$ cat config.mk
export PLATFORM = sky130hd
export DESIGN_NAME = seven_seg_scan_ctrl
export DESIGN_NICKNAME = d
export VERILOG_FILES = /design/src/rtl/seg_scan_pkg.sv /design/src/rtl/seven_seg_scan_ctrl_timer.sv /design/src/rtl/seven_seg_scan_ctrl.sv
export SDC_FILE = /design/constraint.sdc
export NUM_CORES = 1
export LEC_CHECK = 0
export ABC_AREA = 1
export BUFFER_PORTS_ARGS = -buffer_cell sky130_fd_sc_hd__buf_2
export CAP_MARGIN = 40
export CORE_MARGIN = 8
export CORE_UTILIZATION = 40
export DETAILED_ROUTE_END_ITERATION = 6
export PLACE_DENSITY_LB_ADDON = 0.2
export SLEW_MARGIN = 20
export SYNTH_ARGS = -nofsm -noshare
export SYNTH_HDL_FRONTEND = slang
export SYNTH_SLANG_ARGS = --single-unit
$ cat constraint.sdc
create_clock -name clk -period 1.7 [get_ports clk]
set_input_delay 0.085 -clock clk [delete_from_list [all_inputs] [get_ports clk]]
set_output_delay 0.085 -clock clk [all_outputs]
set_load 0.01 [all_outputs]
$ cat src/rtl/seg_scan_pkg.sv
// Shared types and helpers for the seven-segment scan controller.
package seg_scan_pkg;

  typedef enum logic [1:0] {
    OFF  = 2'd0,
    SHOW = 2'd1,
    GAP  = 2'd2
  } scan_state_e;

  localparam logic [3:0]  BCD_MAX    = 4'd9;
  localparam int unsigned MAX_DIGITS = 8;

  // One-hot decode of a digit index; callers truncate to their digit count.
  function automatic logic [MAX_DIGITS-1:0] onehot_sel(input logic [2:0] idx);
    logic [MAX_DIGITS-1:0] v;
    v      = '0;
    v[idx] = 1'b1;
    return v;
  endfunction

endpackage

$ cat src/rtl/seven_seg_scan_ctrl_timer.sv
// Loadable down-counter with a registered zero flag; shared by dwell and gap phases.
module scan_timer #(
  parameter int unsigned WIDTH = 4
) (
  input  logic             clk,
  input  logic             rst_n,
  input  logic             load_i,
  input  logic [WIDTH-1:0] value_i,
  output logic             zero_o
);

  logic [WIDTH-1:0] cnt_q, cnt_d;
  logic             zero_q, zero_d;

  // Load takes priority; otherwise count down and park at zero.
  always_comb begin
    cnt_d  = cnt_q;
    zero_d = zero_q;
    if (load_i) begin
      cnt_d  = value_i;
      zero_d = (value_i == '0);
    end else if (!zero_q) begin
      cnt_d  = cnt_q - WIDTH'(1);
      zero_d = (cnt_q == WIDTH'(1));
    end
  end

  // Counter and flag registers.
  always_ff @(posedge clk or negedge rst_n) begin
    if (!rst_n) begin
      cnt_q  <= '0;
      zero_q <= 1'b1;
    end else begin
      cnt_q  <= cnt_d;
      zero_q <= zero_d;
    end
  end

  assign zero_o = zero_q;

endmodule

$ cat src/rtl/seven_seg_scan_ctrl.sv
// Time-multiplexed 7-segment scan controller with frame-aligned word commit.
module seven_seg_scan_ctrl
  import seg_scan_pkg::*;
#(
  parameter int unsigned NUM_DIGITS    = 4,
  parameter int unsigned DWELL_CYCLES  = 1000,
  parameter int unsigned GAP_CYCLES    = 2,
  parameter int unsigned BLANK_LEADING = 1
) (
  input  logic                    clk,
  input  logic                    rst_n,
  input  logic                    enable,
  input  logic                    load_valid,
  output logic                    load_ready,
  input  logic [4*NUM_DIGITS-1:0] load_bcd,
  input  logic [NUM_DIGITS-1:0]   load_dp,
  output logic [3:0]              bcd_out,
  output logic [NUM_DIGITS-1:0]   digit_sel,
  output logic                    dp_out,
  output logic                    blank_out,
  output logic                    frame_done
);

  localparam int unsigned IDX_W   = $clog2(NUM_DIGITS);
  localparam int unsigned CNT_MAX = (DWELL_CYCLES > GAP_CYCLES) ? DWELL_CYCLES : GAP_CYCLES;
  localparam int unsigned CNT_W   = (CNT_MAX > 1) ? $clog2(CNT_MAX) : 1;
  localparam int unsigned BCD_W   = 4 * NUM_DIGITS;

  localparam logic [IDX_W-1:0] LAST_IDX   = IDX_W'(NUM_DIGITS - 1);
  localparam logic [CNT_W-1:0] DWELL_LOAD = CNT_W'(DWELL_CYCLES - 1);
  localparam logic [CNT_W-1:0] GAP_LOAD   = CNT_W'(GAP_CYCLES - 1);

  scan_state_e           state_q, state_d;
  logic [IDX_W-1:0]      idx_q, idx_d;
  logic                  tmr_load;
  logic [CNT_W-1:0]      tmr_value;
  logic                  tmr_zero;

  logic [BCD_W-1:0]      pend_bcd_q, pend_bcd_d;
  logic [NUM_DIGITS-1:0] pend_dp_q, pend_dp_d;
  logic [BCD_W-1:0]      disp_bcd_q, disp_bcd_d;
  logic [NUM_DIGITS-1:0] disp_dp_q, disp_dp_d;
  logic                  ready_q, ready_d;
  logic                  capture, commit;

  logic [NUM_DIGITS-1:0] lz;
  logic                  zero_run;
  logic [3:0]            sel_bcd;

  logic [NUM_DIGITS-1:0] digit_sel_q, digit_sel_d;
  logic [3:0]            bcd_q, bcd_d;
  logic                  dp_q, dp_d;
  logic                  blank_q, blank_d;
  logic                  frame_done_q, frame_done_d;

  // Dwell / gap sequencing counter.
  scan_timer #(.WIDTH(CNT_W)) u_timer (
    .clk     (clk),
    .rst_n   (rst_n),
    .load_i  (tmr_load),
    .value_i (tmr_value),
    .zero_o  (tmr_zero)
  );

  // Scan FSM next-state, digit index and timer control.
  always_comb begin
    state_d      = state_q;
    idx_d        = idx_q;
    tmr_load     = 1'b0;
    tmr_value    = '0;
    frame_done_d = 1'b0;
    case (state_q)
      OFF: begin
        tmr_load = 1'b1;
        idx_d    = '0;
        if (enable) begin
          state_d   = SHOW;
          tmr_value = DWELL_LOAD;
        end
      end
      SHOW: begin
        if (!enable) begin
          state_d  = OFF;
          idx_d    = '0;
          tmr_load = 1'b1;
        end else if (tmr_zero) begin
          state_d      = GAP;
          tmr_load     = 1'b1;
          tmr_value    = GAP_LOAD;
          frame_done_d = (idx_q == LAST_IDX);
        end
      end
      GAP: begin
        if (!enable) begin
          state_d  = OFF;
          idx_d    = '0;
          tmr_load = 1'b1;
        end else if (tmr_zero) begin
          state_d   = SHOW;
          tmr_load  = 1'b1;
          tmr_value = DWELL_LOAD;
          idx_d     = (idx_q == LAST_IDX) ? '0 : idx_q + IDX_W'(1);
        end
      end
      default: state_d = OFF;
    endcase
  end

  // Pending-word handshake and frame-aligned commit into the display register.
  always_comb begin
    pend_bcd_d = pend_bcd_q;
    pend_dp_d  = pend_dp_q;
    disp_bcd_d = disp_bcd_q;
    disp_dp_d  = disp_dp_q;
    ready_d    = ready_q;
    capture    = load_valid && ready_q;
    commit     = !ready_q && ((state_q == OFF) || frame_done_d);
    if (commit) begin
      disp_bcd_d = pend_bcd_q;
      disp_dp_d  = pend_dp_q;
      ready_d    = 1'b1;
    end
    if (capture) begin
      pend_bcd_d = load_bcd;
      pend_dp_d  = load_dp;
      ready_d    = 1'b0;
    end
  end

  // Leading-zero flags: digit i is suppressed when it and every higher digit are zero.
  always_comb begin
    lz       = '0;
    zero_run = 1'b1;
    for (int i = int'(NUM_DIGITS) - 1; i > 0; i--) begin
      zero_run = zero_run && (disp_bcd_d[4*i +: 4] == 4'd0);
      lz[i]    = zero_run && (BLANK_LEADING != 0);
    end
  end

  // Output decode from the upcoming state so every output is registered.
  always_comb begin
    digit_sel_d = '0;
    bcd_d       = '0;
    dp_d        = 1'b0;
    blank_d     = 1'b1;
    sel_bcd     = disp_bcd_d[{idx_d, 2'b00} +: 4];
    if (state_d == SHOW) begin
      digit_sel_d = NUM_DIGITS'(onehot_sel(3'(idx_d)));
      bcd_d       = sel_bcd;
      dp_d        = disp_dp_d[idx_d];
      blank_d     = lz[idx_d] || (sel_bcd > BCD_MAX);
    end
  end

  // State, buffers and output registers.
  always_ff @(posedge clk or negedge rst_n) begin
    if (!rst_n) begin
      state_q      <= OFF;
      idx_q        <= '0;
      pend_bcd_q   <= '0;
      pend_dp_q    <= '0;
      disp_bcd_q   <= '0;
      disp_dp_q    <= '0;
      ready_q      <= 1'b1;
      digit_sel_q  <= '0;
      bcd_q        <= '0;
      dp_q         <= 1'b0;
      blank_q      <= 1'b1;
      frame_done_q <= 1'b0;
    end else begin
      state_q      <= state_d;
      idx_q        <= idx_d;
      pend_bcd_q   <= pend_bcd_d;
      pend_dp_q    <= pend_dp_d;
      disp_bcd_q   <= disp_bcd_d;
      disp_dp_q    <= disp_dp_d;
      ready_q      <= ready_d;
      digit_sel_q  <= digit_sel_d;
      bcd_q        <= bcd_d;
      dp_q         <= dp_d;
      blank_q      <= blank_d;
      frame_done_q <= frame_done_d;
    end
  end

  assign load_ready = ready_q;
  assign digit_sel  = digit_sel_q;
  assign bcd_out    = bcd_q;
  assign dp_out     = dp_q;
  assign blank_out  = blank_q;
  assign frame_done = frame_done_q;

endmodule

==> flow_summary_export.csv <==
group,metric,value,unit
run_status,status,"finished with violations",
run_status,violations,"setup timing",
timing,setup-violations-final,13,
power_and_ir_drop,ir_worst_vdd,1.12,mV
yosys,synth-main-ff-cell,"dfrtp_1",
yosys,ys_top_cells_by_count,"nand2_1 (68), dfrtp_1 (64), nor2_1 (41), inv_1 (34), nand3_1 (27)",
yosys,syn_area_per_cell,9.16,sq um
grt,grtUsageMet2,23.1,%
floorplanning,rows,32,
timing,drv_slew,0,
floorplanning,start_util,41.1,%
clock_tree,clkTransAtPathRegs,0.08,ns
layout,drive_gt1_share,44.2,%
yosys,synthTopCellsByArea,"dfrtp_1 (51%), nand2_1 (8.1%), mux2_2 (6.8%)",
yosys,synthArstFlopShare,100,%
setup_path,arrival,2.01,ns
yosys,ys_ff_latch,67,
layout,fin_area,0.00455,sq mm
route,ant_nets,0,
route,first_pass_iters,4,
floorplanning,core-area,0.00769,sq mm
clock_tree,clock-root-buffer,"clkbuf_8",
timing,tightest_slew,0.355,ns
power_and_ir_drop,p_leak,0.00224,uW
route,wl_per_cell,13.3,um
floorplanning,pin_count,36,
yosys,synth-edff-count,0,
placed_design,placed_area,0.00367,sq mm
route,drc,0,
floorplanning,die_y,105,um
worst_hold_path,worst_hold_path_type,"in2reg",
route,first_iter_violations,116,
timing,finalHoldViolations,0,
grt,grt_pass1_vias,2730,
setup_path,crit_path_start_kind,"register",
layout,final_nets,483,
grt,grt_usage,13.8,%
timing,timing.final.crit_period,1.79,ns
clock_tree,clock_path_buffers,2,
power_and_ir_drop,p_seq_share,29.3,%
power_and_ir_drop,p_sw,3880,uW
setup_path,path_max_fanout,7,
placed_design,gp_congestion,0.873,
timing,slew-limit-headroom,76.3,%
yosys,syn_inst,345,
grt,met3_usage,5.22,%
grt,grt_max_degree,68,
yosys,synth_area,0.00316,sq mm
job,maxCapViolations,0,
yosys,synth.distinct_cells,33,
grt,grt_overflow_total,0,
clock_tree,cts_tree,"yes",
setup_path,worst-r2r-cell-count,11,
power_and_ir_drop,power_frac_comb,54.8,%
route,routed_wl,7450,um
route,vias,2675,
worst_hold_path,hold_depth,3,
yosys,ys_seq_area_share,53.2,%
timing,post-route-period-util,105,%
route,via_per_inst,4.79,
setup_path,crit_path_start,"state_q[0]",
timing,max_freq,558,MHz
grt,use_met1,16.2,%
clock_tree,cts_max_level,3,
grt,grt-busiest-layer,"met2",
clock_tree,clkLatencyLatePin,0.34,ns
worst_hold_path,min-delay-start,"load_bcd[15]",
grt,antenna_found_initial,0,
clock_tree,cts.sinks,67,
power_and_ir_drop,power.share.clock,15.9,%
placed_design,hpwl,5160,um
layout,layout-area-overhead-vs-synth,44.0,%
timing,rsz0062_at_grt,"true",
yosys,synthesis.nets,376,
timing,fin_worst_skew,0.0111,ns
power_and_ir_drop,power_density,2050,mW/mm^2
power_and_ir_drop,p_int,5450,uW
placed_design,port_buffers,35,
yosys,yosysWarnings,0,
yosys,yosysMostFrequentCell,"nand2_1",
setup_path,crit_type,"reg2reg",
setup_path,worstPathRequired,1.92,ns
floorplanning,dieArea,0.0110,sq mm
yosys,synth_top_area_share,50.7,%
yosys,yosysTopAreaCell,"dfrtp_1",
power_and_ir_drop,p_total,9320,uW
timing,finalWorstSetupSlack,-0.0923,ns
setup_path,endpoint_kind,"register",
clock_tree,cts_buffers,9,
floorplanning,die_w,105,um
grt,grt_pass1_wl,12400,um
layout,n_antenna_cell,0,
power_and_ir_drop,swShare,41.6,%
setup_path,worstReg2RegStart,"state_q[0]",
## cells by family (layout without fill, tap and decap cells)
logic type	count (synthesis)	count (layout)	share of synthesized area, %
muxes	19	19	6.77
xor gates and xnor gates	5	5	1.39
buffers and inverters	47	159	6.37
and+or+nand+nor	162	162	22.9
AOI/OAI and AO/OA	38	38	6.61
adders and majority gates	7	7	2.77
DFF	67	67	53.2
## cell type report
cell class / count / area (sq um)
fill: 663 / 3140
sequential: 67 / 1680
multi-input combinational: 231 / 1560
timing repair buffer: 103 / 793
inverter: 40 / 169
tap: 102 / 128
clock buffer: 9 / 124
clock inverter: 7 / 98.8
## layer usage
layer	share of wire [%]	routed length, um	vias up
met5	0	0	-
met4	1.2	86	0
met3	4.0	300	7
met2	51	3820	62
met1	43	3240	1279
li1	-	-	1327
## power groups by stage
stage	clock network (uW)	registers (uW)	logic (uW)
floorplan	0	2660	2790
finish	1480	2730	5110
global placement	0	2720	4020
detailed placement	0	2740	4080
global route	1570	2820	5650
CTS	1530	2710	4410
## metrics by stage
| stage | cells | setup WS, ns | TNS [ns] | hold slack, ns | utilization, % |
|---|---|---|---|---|---|
| final | 559 | -0.0923 | -0.340 | 0.0236 | 59.2 |
| after global routing | 559 | -0.204 | -1.90 | 0.0159 | 59.2 |
| after CTS | 549 | -0.0364 | -0.0768 | 0.00233 | 55.5 |
| after detailed placement | 506 | -0.240 | -1.18 | 0.135 | 47.8 |
| after global placement | 506 | -0.233 | -1.17 | 0.134 | 47.8 |
| after floorplan | 345 | 0.0712 | 0 | -0.211 | - |
## flip-flops by register name, indices dropped and copies added (netlist names), 4 cells and up
signal	cells
disp_bcd_q	16
bcd_out	4
disp_dp_q	4
pend_bcd_q	16
u_timer.cnt_q	10
pend_dp_q	4
digit_sel	4
## path summary, 6_finish.rpt
path | slack (ns) | end
worst max register to register | -0.09 | bcd_out[0]
worst min-delay path | 0.02 | pend_bcd_q[15]
worst min register to register | 0.48 | disp_dp_q[2]
worst max-delay path | -0.09 | bcd_out[0]
max in group asynchronous | 1.09 | blank_out
min in group asynchronous | 0.28 | u_timer.cnt_q[1]
## cells in the final DEF, fill, tap and decap left out, types with 8 or more instances in the layout
| cell | count |
|---|---|
| nand2_4 | 8 |
| dfrtp_1 | 64 |
| clkbuf_8 | 9 |
| dlygate4sd3_1 | 21 |
| nor2_2 | 10 |
| a21oi_1 | 15 |
| nand2_2 | 25 |
| nand3_1 | 24 |
| buf_6 | 8 |
| buf_2 | 35 |
| inv_1 | 27 |
| nand2_1 | 50 |
| buf_4 | 37 |
| nor2_1 | 28 |
| mux2_2 | 19 |
## worst max-delay path, cell delays in order (launching register included)
cell and delay [ns]:
dfrtp_1 0.42, buf_6 0.12, ha_4 0.15, nand4_4 0.09, nand2_4 0.13, nand2_8 0.09
buf_4 0.17, nand2_1 0.07, nand2_2 0.08, buf_4 0.14, a21oi_2 0.12, a21oi_1 0.09
## timing repair
action	in CTS	in global routing
buffers inserted	6	10
resized for setup	32	61
hold buffers	21	0
pin swaps	5	25
hold endpoints to repair	84	0
setup endpoints to repair	9	11
Note: power is estimated with default switching activity, not from simulation.
